$ cat src/rtl/bp_ctrl.sv
// ---------------------------------------------------------------------------
// bp_ctrl -- branch predictor controller for a single-port 2-bit-counter BHT.
//
// Serves direction lookups from fetch and applies committed branch outcomes
// from the ROB through a small update FIFO. After reset the whole table is
// written to weakly-not-taken (2'b01) before any lookup is accepted.
//
// Ports
//   clk, rst            clock; synchronous active-low reset
//   en                  global enable, 0 freezes every register
//   iIF_Req/iIF_Pc      fetch lookup request (held until oIF_Ack) and its PC
//   oIF_Ack/oIF_Taken   one-cycle acknowledge and predicted direction
//   iRob_En/Pc/Taken    committed branch outcome offered to the update queue
//   oRob_Full           update queue full (outcomes offered now are dropped)
//   oRdy                table initialisation complete
//   oTb_En/We/Idx/Wd    registered access to the BHT
//   iTb_Rd              BHT read data, valid the cycle after a read
// ---------------------------------------------------------------------------
module bp_ctrl #(
    parameter int IDX_W    = 6,
    parameter int UQ_DEPTH = 4
) (
    input  logic             clk,
    input  logic             rst,
    input  logic             en,
    input  logic             iIF_Req,
    input  logic [31:0]      iIF_Pc,
    output logic             oIF_Ack,
    output logic             oIF_Taken,
    input  logic             iRob_En,
    input  logic [31:0]      iRob_Pc,
    input  logic             iRob_Taken,
    output logic             oRob_Full,
    output logic             oRdy,
    output logic             oTb_En,
    output logic             oTb_We,
    output logic [IDX_W-1:0] oTb_Idx,
    output logic [1:0]       oTb_Wd,
    input  logic [1:0]       iTb_Rd
);

    localparam int PTR_W = $clog2(UQ_DEPTH);
    localparam int CNT_W = PTR_W + 1;
    localparam logic [CNT_W-1:0] CNT_FULL = CNT_W'(UQ_DEPTH);
    localparam logic [IDX_W-1:0] IDX_LAST = '1;

    typedef enum logic [2:0] {INIT, IDLE, L_RD, L_RSP, U_RD, U_RSP} state_t;

    state_t             state_q, state_d;
    logic [IDX_W-1:0]   init_idx_q, init_idx_d;
    logic               ack_q, ack_d;
    logic               taken_q, taken_d;
    logic               rdy_q, rdy_d;
    logic               tb_en_q, tb_en_d;
    logic               tb_we_q, tb_we_d;
    logic [IDX_W-1:0]   tb_idx_q, tb_idx_d;
    logic [1:0]         tb_wd_q, tb_wd_d;
    logic               upd_tkn_q, upd_tkn_d;

    // Update queue: storage plus pointers/count
    logic [IDX_W-1:0]   uq_idx_q [UQ_DEPTH];
    logic               uq_tkn_q [UQ_DEPTH];
    logic [PTR_W-1:0]   wr_ptr_q, wr_ptr_d;
    logic [PTR_W-1:0]   rd_ptr_q, rd_ptr_d;
    logic [CNT_W-1:0]   cnt_q, cnt_d;
    logic               full, empty, enq, deq;

    // Only the table-index bits of the PCs matter here
    logic unused_pc_bits;
    assign unused_pc_bits = ^{iIF_Pc[31:IDX_W+2], iIF_Pc[1:0],
                              iRob_Pc[31:IDX_W+2], iRob_Pc[1:0]};

    // Saturating 2-bit counter step
    function automatic logic [1:0] sat_update(input logic [1:0] cnt, input logic taken);
        if (taken) begin
            return (cnt == 2'b11) ? 2'b11 : cnt + 2'b01;
        end
        return (cnt == 2'b00) ? 2'b00 : cnt - 2'b01;
    endfunction

    assign full  = (cnt_q == CNT_FULL);
    assign empty = (cnt_q == '0);
    // Fullness is judged before this edge's dequeue, so an outcome offered
    // while full is dropped even if a slot frees on the same edge.
    assign enq   = iRob_En && !full;

    always_comb begin
        state_d    = state_q;
        init_idx_d = init_idx_q;
        ack_d      = 1'b0;
        taken_d    = taken_q;
        rdy_d      = rdy_q;
        tb_en_d    = 1'b0;
        tb_we_d    = 1'b0;
        tb_idx_d   = tb_idx_q;
        tb_wd_d    = tb_wd_q;
        upd_tkn_d  = upd_tkn_q;
        deq        = 1'b0;
        case (state_q)
            INIT: begin
                tb_en_d    = 1'b1;
                tb_we_d    = 1'b1;
                tb_idx_d   = init_idx_q;
                tb_wd_d    = 2'b01;
                init_idx_d = init_idx_q + IDX_W'(1);
                if (init_idx_q == IDX_LAST) begin
                    state_d = IDLE;
                    rdy_d   = 1'b1;
                end
            end
            IDLE: begin
                // A full queue wins so updates cannot starve behind fetch.
                // The !ack_q term stops a still-held request from being
                // taken twice in the cycle its acknowledge is visible.
                if (full) begin
                    deq       = 1'b1;
                    tb_en_d   = 1'b1;
                    tb_idx_d  = uq_idx_q[rd_ptr_q];
                    upd_tkn_d = uq_tkn_q[rd_ptr_q];
                    state_d   = U_RD;
                end else if (iIF_Req && !ack_q) begin
                    tb_en_d  = 1'b1;
                    tb_idx_d = iIF_Pc[IDX_W+1:2];
                    state_d  = L_RD;
                end else if (!empty) begin
                    deq       = 1'b1;
                    tb_en_d   = 1'b1;
                    tb_idx_d  = uq_idx_q[rd_ptr_q];
                    upd_tkn_d = uq_tkn_q[rd_ptr_q];
                    state_d   = U_RD;
                end
            end
            L_RD:  state_d = L_RSP;
            L_RSP: begin
                ack_d   = 1'b1;
                taken_d = iTb_Rd[1];
                state_d = IDLE;
            end
            U_RD:  state_d = U_RSP;
            U_RSP: begin
                tb_en_d = 1'b1;
                tb_we_d = 1'b1;
                tb_wd_d = sat_update(iTb_Rd, upd_tkn_q);
                state_d = IDLE;
            end
            default: state_d = INIT;
        endcase
    end

    always_comb begin
        wr_ptr_d = enq ? wr_ptr_q + PTR_W'(1) : wr_ptr_q;
        rd_ptr_d = deq ? rd_ptr_q + PTR_W'(1) : rd_ptr_q;
        cnt_d    = cnt_q;
        if (enq && !deq) begin
            cnt_d = cnt_q + CNT_W'(1);
        end else if (!enq && deq) begin
            cnt_d = cnt_q - CNT_W'(1);
        end
    end

    always_ff @(posedge clk) begin
        if (!rst) begin
            state_q    <= INIT;
            init_idx_q <= '0;
            ack_q      <= 1'b0;
            taken_q    <= 1'b0;
            rdy_q      <= 1'b0;
            tb_en_q    <= 1'b0;
            tb_we_q    <= 1'b0;
            tb_idx_q   <= '0;
            tb_wd_q    <= '0;
            upd_tkn_q  <= 1'b0;
            wr_ptr_q   <= '0;
            rd_ptr_q   <= '0;
            cnt_q      <= '0;
        end else if (en) begin
            state_q    <= state_d;
            init_idx_q <= init_idx_d;
            ack_q      <= ack_d;
            taken_q    <= taken_d;
            rdy_q      <= rdy_d;
            tb_en_q    <= tb_en_d;
            tb_we_q    <= tb_we_d;
            tb_idx_q   <= tb_idx_d;
            tb_wd_q    <= tb_wd_d;
            upd_tkn_q  <= upd_tkn_d;
            wr_ptr_q   <= wr_ptr_d;
            rd_ptr_q   <= rd_ptr_d;
            cnt_q      <= cnt_d;
        end
    end

    always_ff @(posedge clk) begin
        if (en && enq) begin
            uq_idx_q[wr_ptr_q] <= iRob_Pc[IDX_W+1:2];
            uq_tkn_q[wr_ptr_q] <= iRob_Taken;
        end
    end

    assign oIF_Ack   = ack_q;
    assign oIF_Taken = taken_q;
    assign oRdy      = rdy_q;
    assign oRob_Full = full;
    // A held enable must not reach the table while the block is frozen
    assign oTb_En    = tb_en_q & en;
    assign oTb_We    = tb_we_q;
    assign oTb_Idx   = tb_idx_q;
    assign oTb_Wd    = tb_wd_q;

endmodule

$ cat config.mk
export PLATFORM = sky130hd
export DESIGN_NAME = bp_ctrl
export DESIGN_NICKNAME = d
export VERILOG_FILES = /design/src/rtl/bp_ctrl.sv
export SDC_FILE = /design/constraint.sdc
export NUM_CORES = 1
export LEC_CHECK = 0
export ABC_AREA = 0
export BUFFER_PORTS_ARGS = -buffer_cell sky130_fd_sc_hd__buf_2
export CORE_MARGIN = 3
export CORE_UTILIZATION = 45
export DETAILED_ROUTE_END_ITERATION = 6
export GPL_TIMING_DRIVEN = 1
export PLACE_DENSITY = 0.82
export SLEW_MARGIN = 25
export SYNTH_ARGS = -nofsm -noshare
export SYNTH_HDL_FRONTEND = slang
export SYNTH_SLANG_ARGS = --single-unit
$ cat constraint.sdc
create_clock -name clk -period 2.2 [get_ports clk]
set_input_delay 0.33 -clock clk [delete_from_list [all_inputs] [get_ports clk]]
set_output_delay 0.33 -clock clk [all_outputs]
set_load 0.01 [all_outputs]
# == Word-level counts from Yosys, hierarchy flattened ==
# Memory sizes are Yosys's and may differ from the RTL's. A register that Yosys moved wholly into a read port is not among the register bits.
# Index checks and enable logic that the tools add are counted.
# totals
inputBits,72
n_memories,2
elab_cells,98
ff_bits,30
output_inout_bits,14
latch_bits,0
mem_bits_rw,28
mem_bits_ro,0
# memory_table
memory,depth,word_bits,read_ports,rd_clocked_by_memory_dff,write_ports,line_no,text
uq_idx_q,4,6,1,1,1,61,logic [IDX_W-1:0] uq_idx_q [UQ_DEPTH];
uq_tkn_q,4,1,1,1,1,62,logic uq_tkn_q [UQ_DEPTH];
# op_classes
multipliers,0
div_mod_pow,0
n_bitwise,1
n_reduce_logical,27
shifts,0
n_eq_ne,12
mux,36
add_sub_neg,7
magnitude_cmp,0
# op_table
operator,count
3-bit 2-to-1 mux,6
6-bit 2-to-1 mux,3
2-bit 2-to-1 mux,8
1-bit 2-to-1 mux,15
3-bit case mux with 5 select lines,1
6-bit case mux with 2 select lines,1
2-bit AND reduction,6
3-bit equality test (second input constant),3
3-bit AND reduction,3
2-bit by 1-bit adder with 2-bit output (second input constant),3
6-bit by 1-bit adder with 6-bit output (second input constant),1
3-bit by 2-bit equality test with 1-bit output (second input constant),2
6-bit equality test (second input constant),1
3-bit logical NOT,2
2-bit inequality test (second input constant),3
2-bit nonzero test,3
1-bit logical AND,5
1-bit logical NOT,4
4-bit inequality test (second input constant),1
2-bit case mux with 2 select lines,1
4-bit AND reduction,1
2-bit OR reduction,2
3-bit by 1-bit adder with 3-bit output (second input constant),1
3-bit by 1-bit equality test with 1-bit output (second input constant),1
other kinds (6),6

# == Longest topological paths before layout ==
# Gate-level depths: netlist of the first run.
# logic_depth
depth_word,9
mapped_depth,11
depth_no_buf,9

# == Worst setup path before layout of the first run ==
# OpenSTA, ideal clock, no wires.
# synth_path
kind,register -> register
from,register cnt_q[0]
to,register cnt_q[1]
synth_period_minus_slack_ns,2.087
setup_ns,0.128
arrival_ns,1.959
path_stages_with_launch,9
path_slack_ns,0.113
n_path_buf,1
required_time_ns,2.072
cell_sequence,dfxtp_1 or3b_2 buf_2 and2_1 ha_1 inv_1 fa_1 mux2i_1 nor2_1
# synth_via
elab_cells_between_ends,18
classes_between,add/sub (2); eq/ne (1); mux (6); reduce/logical (9)
# synth_rtl
item,line_no,text
from (decl),65,"logic [CNT_W-1:0] cnt_q, cnt_d;"
from (signal assigned),189,cnt_q <= cnt_d;
3-bit logical NOT,82,assign empty = (cnt_q == '0);
1-bit 2-to-1 mux,125,end else if (!empty) begin
1-bit 2-to-1 mux,121,end else if (iIF_Req && !ack_q) begin
1-bit 2-to-1 mux,115,if (full) begin
1-bit 2-to-1 mux,99,case (state_q)
1-bit logical NOT,154,if (enq && !deq) begin
1-bit logical AND,154,
3-bit 2-to-1 mux *,154,
named net cnt_d[1],65,
# The timed path passes the listed nets; every way through them passes the cells marked *. The select of a mux whose other input is x is not followed.
# A chain may end at the register's enable or synchronous reset.

# == Final worst setup path of the first run ==
# layout_path
from,register cnt_q[0]
to,register cnt_q[2]
# layout_via
elab_chain_cells,9
elab_cells_between_ends,18
classes_between,add/sub (2); eq/ne (1); mux (6); reduce/logical (9)
# layout_rtl
item,line_no
3-bit logical NOT,82
1-bit 2-to-1 mux,125
1-bit 2-to-1 mux,121
1-bit 2-to-1 mux,115
1-bit 2-to-1 mux,99
1-bit logical NOT,154
1-bit logical AND,154
2-bit nonzero test (no line),n/a
2-bit AND reduction (no line),n/a
# Parallel ways exist; a longest one is shown, timed or not. The select of a mux whose other input is x is not followed.

==> summary.txt, run 1 <==
Finish
  – Area delta synth->final: 17.9%
  – Cell Count, Final, Fillers Out: 346
  – Core Util, Final: 0.556
  – Nets: 348
  – Finished Cell Area: ~3100 µm²
  – Share of cells above drive strength 1: 0.285
  – # diodes: 0

CTS
  – Clock Path Buffers: 2
  – Clock H-tree levels: 3
  – TritonCTS Buffers: 9
  – Hold_buf cts: 0
  – Clock transition at path regs: 0.07 ns
  – CTS tree: built
  – Clock root buffer: clkbuf_8
  – Clk sinks: 60
  – Clock latency on the worst-skew pair: approximately 0.34 ns

Setup path
  – WP data required: roughly 2.4 ns
  – Crit path buf inv count: 1
  – Crit-path cells: or3_4 -> o211ai_1 -> ha_2 -> inv_1 -> fa_2 -> xnor2_1 -> nand2_1 -> xor2_1 -> nor2_1
  – CP arrival: roughly 2.3 ns
  – Max Fanout on Critical Path: 5
  – Crit start category: register
  – Slowest stage delay, CP: around 0.37 ns
  – Crit path max-delay cell type: or3_4
  – Kind of critical path: reg -> reg
  – CP delay by family, top: adder cells
  – Crit path capture type: register

Detailed routing
  – Post-route ant nets: 0
  – Total wire length: around 5 mm
  – DR DRC count: 0
  – Vias: ~1800
  – Starting DRT DRC Count: approximately 110
  – Vias per Instance: around 5.2
  – Avg WL per Cell: 14.3 µm
  – Drt first pass iters: 4

Global route
  – GRT Overall Usage: 0.161
  – Initial antenna violation count: 0
  – Vias in the first global route: 1745
  – Gr ovfl total: 0
  – Largest net degree at the start of global routing: 24
  – Global-route wire length before repair: roughly 8.0 mm

STA
  – Worst Tran Pin Value: 0.581 ns
  – Final Skew: between 0.009 and 0.01 ns
  – Final hold slack: ~0.20 ns
  – Final setup vio count: 0
  – Final worst setup slack: roughly 0.16 ns
  – Final hold viol count: 0
  – Final worst path period share: 0.927
  – Slew Limit Fails: 0
  – F_max: slightly below 500 MHz
  – Minimum clock period: roughly 2.0 ns
  – Slew margin rel.: 0.609

Worst hold path
  – Worst hold path type: in -> reg

Synthesis
  – Top_reg_cell synth: dfxtp_1
  – Main combinational cell family by area after synthesis: simple AND/OR/NAND/NOR gates
  – YS warnings: 0
  – Adder-cell share of the synthesized area: 0.0400
  – Yosys reg bits: 60
  – Most frequent cell after synthesis: dfxtp_1
  – Synth cell count leaders: dfxtp_1, nor2_1, edfxtp_1
  – Area contributors post-synth: edfxtp_1, dfxtp_1, mux4_2, nor2_1, ha_1
  – Post-synth cell types: between 40 and 50
  – Mean Syn Cell Area: approximately 12 µm²
  – Mux share of post-synthesis cell area: 0.0828
  – Sequential-to-total area share from yosys stat: 0.564
  – Post-Syn Nets: between 300 and 400
  – Mapped Cells: between 200 and 250
  – Mapped Area: 2630 µm²
  – Area leader, netlist: edfxtp_1
  – Post-synth top area share: 0.320
  – Synth Area in XOR/XNOR: 0.0366
  – Number of synthesized flops with an enable pin: 28
  – FFs w/ async S/R, synth: 0
  – Simple logic cell fraction of the synthesized area: 0.149
  – Compound-Gate Fraction of Synth Area: 0.0904

Floorplanning
  – DIE AREA: approximately 6800 µm²
  – Die width: 82.4 µm
  – Core Box Area: about 5600 µm²
  – Die Span Y: between 80 and 90 µm
  – # rows: 27
  – Initial core utilization: 0.472
  – IO Pins: between 80 and 90

Place
  – Area post-placement: between 2000 and 3000 µm²
  – HPWL after DPL: 3.44 mm
  – Port Buffers: 33
  – Cell count after placement: roughly 330
  – Setup WS pre-CTS: about 0.11 ns
  – RD Place Congestion: approximately 0.83

Status
  – Status: finished clean

Run
  – Maxcap violations: 0

Pwr
  – Pwr Density: 740 nW/µm²
  – Clock power share: 0.383
  – Internal Power: about 1.7 mW
  – Switching part of the total: 0.258
  – Combinational share of power: 0.085
  – Sw Pwr: between 0.5 and 0.6 mW
  – Static Leak: about 1.2 nW
  – Sequential Power Share: 0.532
  – IR drop worst, VDD: roughly 440 µV
[cell families (layout without fill, tap and decap cells)]
family,Yosys count,in the layout
compound gates,38,38
simple gates,74,74
mux,13,13
fa+ha+maj,8,8
flops,60,60
xor+xnor,11,11
buf+inv,23,70
[layer usage]
layer,routed length (µm),vias to the layer above,track usage
met5,0,-,0
met4,94,0,0.0748
li1,-,901,-
met1,2130,870,0.189
met3,195,11,0.0456
met2,2530,27,0.272
[registers in the layout (all words and copies together), names as in the netlist, named ones only]
name and cells:
uq_idx_q 24, init_idx_q 6, oTb_Idx 6, uq_tkn_q 4, cnt_q 3, state_q 3
oTb_Wd 2, rd_ptr_q 2, wr_ptr_q 2, oIF_Ack 1, oIF_Taken 1, oRdy 1
oTb_We 1, tb_en_q 1, upd_tkn_q 1
[path summary, 6_finish.rpt]
path	cells past startpoint	slack [ns]	from	to
min	1	0.20	iRob_Pc[3]	uq_idx_q[3][1]
max	9	0.16	cnt_q[0]	cnt_q[2]
max reg2reg	9	0.16	cnt_q[0]	cnt_q[2]
min reg2reg	1	0.47	oTb_Idx[0]	oTb_Idx[0]
[stage by stage]
stage | setup TNS (ns) | power (mW)
floorplan | 0 | 1.36
global placement | 0 | 1.42
detailed placement | 0 | 1.43
CTS | 0 | 2.30
global route | -0.0140 | 2.40
finish | 0 | 2.30
[what timing repair did]
| action | in CTS | in global routing |
|---|---|---|
| setup buffers | 0 | 3 |
| setup endpoints to repair | 0 | 1 |
| resized for setup | 0 | 6 |
[layout make-up]
cell class                      instances  area (µm²)
Fill cell                             471        2470
Clock buffer                            9         124
Clock inverter                          7        52.6
Tap cell                               72        90.1
Sequential cell                        60        1490
Timing Repair Buffer                   45         255
Inverter                                9        33.8
Multi-Input combinational cell        144        1060
[layout by cell type, fill, tap and decap left out, types with 2 or more instances in the layout]
cell type   n
nor3_1      4
dfxtp_1    30
nand3_1     9
o21ai_0    11
xor2_1      6
a22o_1      5
ha_1        5
a31oi_1     6
inv_1       9
clkinv_2    2
buf_2      33
clkinv_4    3
nor2b_1     2
nand2_1     6
mux2i_1     6
a21oi_1    10
xnor2_1     5
mux4_2      7
clkbuf_8    9
buf_4      12
edfxtp_1   28
nor2_1     31
nand4_1     2
and2_1      7
[power groups by stage]
stage                     Sequential [mW]  Combinational (mW)  Clock, mW
after floorplan                      1.24               0.118          0
after global placement               1.24               0.174          0
after detailed placement             1.25               0.180          0
after CTS                            1.22               0.181      0.898
after global routing                 1.23               0.221      0.949
final                                1.22               0.195      0.880
[worst register-to-register path, delay by kind of cell (launching register included)]
family	cells	cell delay (ns)
xor gates and xnor gates	2	0.34
adders and majority gates	2	0.55
AOI/OAI and AO/OA	1	0.11
DFF	1	0.36
buffers and inverters	1	0.05
and+or+nand+nor	3	0.52
Note: power is estimated with default switching activity, not from simulation.
==> run 2: changes to the inputs <==
--- a/config.mk
+++ b/config.mk
@@ -7,11 +7,10 @@
 export LEC_CHECK = 0
 export ABC_AREA = 0
 export BUFFER_PORTS_ARGS = -buffer_cell sky130_fd_sc_hd__buf_2
-export CORE_MARGIN = 3
 export CORE_UTILIZATION = 45
 export DETAILED_ROUTE_END_ITERATION = 6
 export GPL_TIMING_DRIVEN = 1
-export PLACE_DENSITY = 0.82
+export PLACE_DENSITY = 0.76
 export SLEW_MARGIN = 25
 export SYNTH_ARGS = -nofsm -noshare
 export SYNTH_HDL_FRONTEND = slang
==> run 2 against run 1 <==
Against the previous run:
- sequential power barely moved
- non-clock buffer count shrank 1
- clock skew about the same
- utilization is 0.36 points lower
- global-route usage rose by 1.1 points
- cell count fell by 0.29%
- highest routed layer unchanged
- flip-flop and latch count unchanged
- hold slack better by 0.013 ns
- total power decreased by 1.7%
==> summary.txt, run 2 (synthesized netlist as in run 1, its figures left out) <==
Setup path
  – CP arrival: 2.25 ns (was 2.26 ns)
  – WP data required: 2.42 ns (about the same)
  – Max Fanout on Critical Path: 6 (was 5)
  – Kind of critical path: reg -> reg (unchanged)
  – Reg2Reg Depth: 9 (unchanged)
  – Reg2Reg Setup Slack: 0.17 ns (was 0.16 ns)
  – Reg2reg end: cnt_q[2] (unchanged)
  – R2r startpoint: cnt_q[0] (unchanged)
  – Slowest stage delay, CP: 0.38 ns (was 0.37 ns)
  – Crit path capture type: register (unchanged)
  – Crit-path cells: or3_4 -> o211ai_1 -> ha_2 -> inv_1 -> fa_1 -> xnor2_1 -> nand2_1 -> xor2_1 -> nor2_1 (was or3_4 -> o211ai_1 -> ha_2 -> inv_1 -> fa_2 -> xnor2_1 -> nand2_1 -> xor2_1 -> nor2_1)
  – Crit path max-delay cell type: or3_4 (unchanged)
  – Crit start category: register (unchanged)

Floorplanning
  – Die width: 78.4 µm (was 82.4 µm)
  – Core Box Area: 5570 µm² (unchanged)
  – Die Span Y: 78.4 µm (was 82.4 µm)
  – Initial core utilization: 0.472 (unchanged)
  – DIE AREA: 6150 µm² (was 6790 µm²)
  – IO Pins: 86 (unchanged)
  – # rows: 27 (unchanged)

Worst hold path
  – Hold Path End: uq_tkn_q[3] (was uq_idx_q[3][1])
  – Worst hold path type: in -> reg (unchanged)
  – Hold Path Stages: 1 (unchanged)
  – Hold Startpoint: iRob_Taken (was iRob_Pc[3])

Finish
  – Most frequent cells in the layout: buf_2, nor2_1, dfxtp_1 (unchanged)
  – Area delta synth->final: 17.2% (was 17.9%)
  – # diodes: 0 (unchanged)
  – Most common cell after layout, fill and taps aside: buf_2 (unchanged)
  – Biggest register: uq_idx_q (unchanged)
  – Core Util, Final: 0.553 (was 0.556)
  – Nets: 347 (was 348)
  – Share of cells above drive strength 1: 0.271 (was 0.285)
  – Largest register FFs: 24 (unchanged)
  – Fillcell total: 502 (was 471)

Global route
  – Gr ovfl total: 0 (unchanged)
  – Vias in the first global route: 1664 (was 1745)
  – Largest net degree at the start of global routing: 24 (unchanged)
  – GRT Overall Usage: 0.173 (was 0.161)
  – Global-route wire length before repair: 7.73 mm (was 7.97 mm)
  – Initial antenna violation count: 0 (unchanged)

STA
  – F_max: 492 MHz (was 491 MHz)
  – Unrepaired setup endpoints after global routing: no
  – Final Skew: 0.0101 ns (was 0.00974 ns)
  – Worst Tran Pin Value: 0.610 ns (was 0.581 ns)
  – Final setup vio count: 0 (unchanged)
  – Slew margin rel.: 0.590 (was 0.609)
  – Setup TNS: 0 ns (unchanged)
  – Final hold viol count: 0 (unchanged)
  – Minimum clock period: 2.03 ns (was 2.04 ns)
  – Slew Limit Fails: 0 (unchanged)
  – Final hold slack: 0.209 ns (was 0.196 ns)
  – Final worst path period share: 0.924 (was 0.927)

Status
  – Status: finished clean (unchanged)

Pwr
  – Power Total: 2.26 mW (was 2.30 mW)
  – IR drop worst, VDD: 409 µV (was 439 µV)
  – Static Leak: 1.20 nW (was 1.21 nW)
  – Pwr Density: 733 nW/µm² (was 740 nW/µm²)

CTS
  – Clock transition at path regs: 0.07 ns (about the same)
  – Clock latency on the worst-skew pair: 0.34 ns (about the same)
  – Clock Path Buffers: 2 (unchanged)
  – Clk sinks: 60 (unchanged)
  – Clock H-tree levels: 3 (unchanged)
  – Clock root buffer: clkbuf_8 (unchanged)
  – CTS tree: built (unchanged)
  – TritonCTS Buffers: 9 (unchanged)

Detailed routing
  – Total wire length: 4.82 mm (was 4.95 mm)
  – DR DRC count: 0 (unchanged)
  – Avg WL per Cell: 14.0 µm (was 14.3 µm)
  – Drt first pass iters: 4 (unchanged)
  – Vias per Instance: 5.23 (about the same)
  – Starting DRT DRC Count: 71 (was 108)
  – Vias: 1805 (was 1809)
  – Post-route ant nets: 0 (unchanged)

Place
  – RD Place Congestion: 0.739 (was 0.831)
  – HPWL after DPL: 3.33 mm (was 3.44 mm)
  – Port Buffers: 33 (unchanged)

Run
  – Maxcap violations: 0 (unchanged)
run 2: how the worst max path moves through the flow:
stage / to / startpoint / cells after the start
after floorplan: cnt_q[1] / cnt_q[0] / 8
after global placement: cnt_q[2] / cnt_q[0] / 9
after detailed placement: cnt_q[2] / cnt_q[0] / 9
after CTS: cnt_q[2] / cnt_q[0] / 9
after global routing: cnt_q[2] / cnt_q[0] / 9
final: cnt_q[2] / cnt_q[0] / 9
run 2: final cells by class:
cell class,count,area (µm²),area share
repair buffers,44,248,0.0804
well taps,72,90.1,0.0292
clock buffers,10,128,0.0414
multi-input cells,144,1060,0.343
flip-flops and latches,60,1480,0.482
inverters,9,33.8,0.0110
clock inverters,6,41.3,0.0134
run 2: metal layers:
| metal | vias to the layer above | global-route usage | share of wire |
|---|---|---|---|
| met3 | 13 | 0.0477 | 0.035 |
| li1 | 899 | - | - |
| met4 | 0 | 0.107 | 0.027 |
| met5 | - | 0 | 0 |
| met2 | 29 | 0.283 | 0.49 |
| met1 | 864 | 0.199 | 0.45 |
run 2: where the power goes:
| part | total, mW | switching [mW] | internal (mW) |
|---|---|---|---|
| registers | 1.22 | 0.0238 | 1.20 |
| clock network | 0.847 | 0.441 | 0.406 |
| logic | 0.187 | 0.100 | 0.0866 |
| total | 2.26 | 0.565 | 1.69 |
run 2: repair_timing:
item | in CTS | in global routing
hold buffers | 0 | 0
gates resized for setup | 0 | 4
setup buffers | 0 | 1
setup endpoints to repair | 0 | 1
run 2: stage by stage:
step	cell area, µm²	cells	setup slack (ns)
floorplan	2630	227	0.113
global placement	2890	328	0.169
detailed placement	2890	328	0.139
CTS	3060	344	0.124
global route	3080	345	0.00972
finish	3080	345	0.168
run 2: worst max-delay path, delay by kind of cell, from the launching register on:
kind	cells	cell delay [ns]
AO/OA/AOI/OAI	1	0.11
XOR/XNOR	2	0.30
adder cells (fa/ha/maj)	2	0.57
buffers and inverters	1	0.05
flip-flops	1	0.36
AND/OR/NAND/NOR	3	0.51
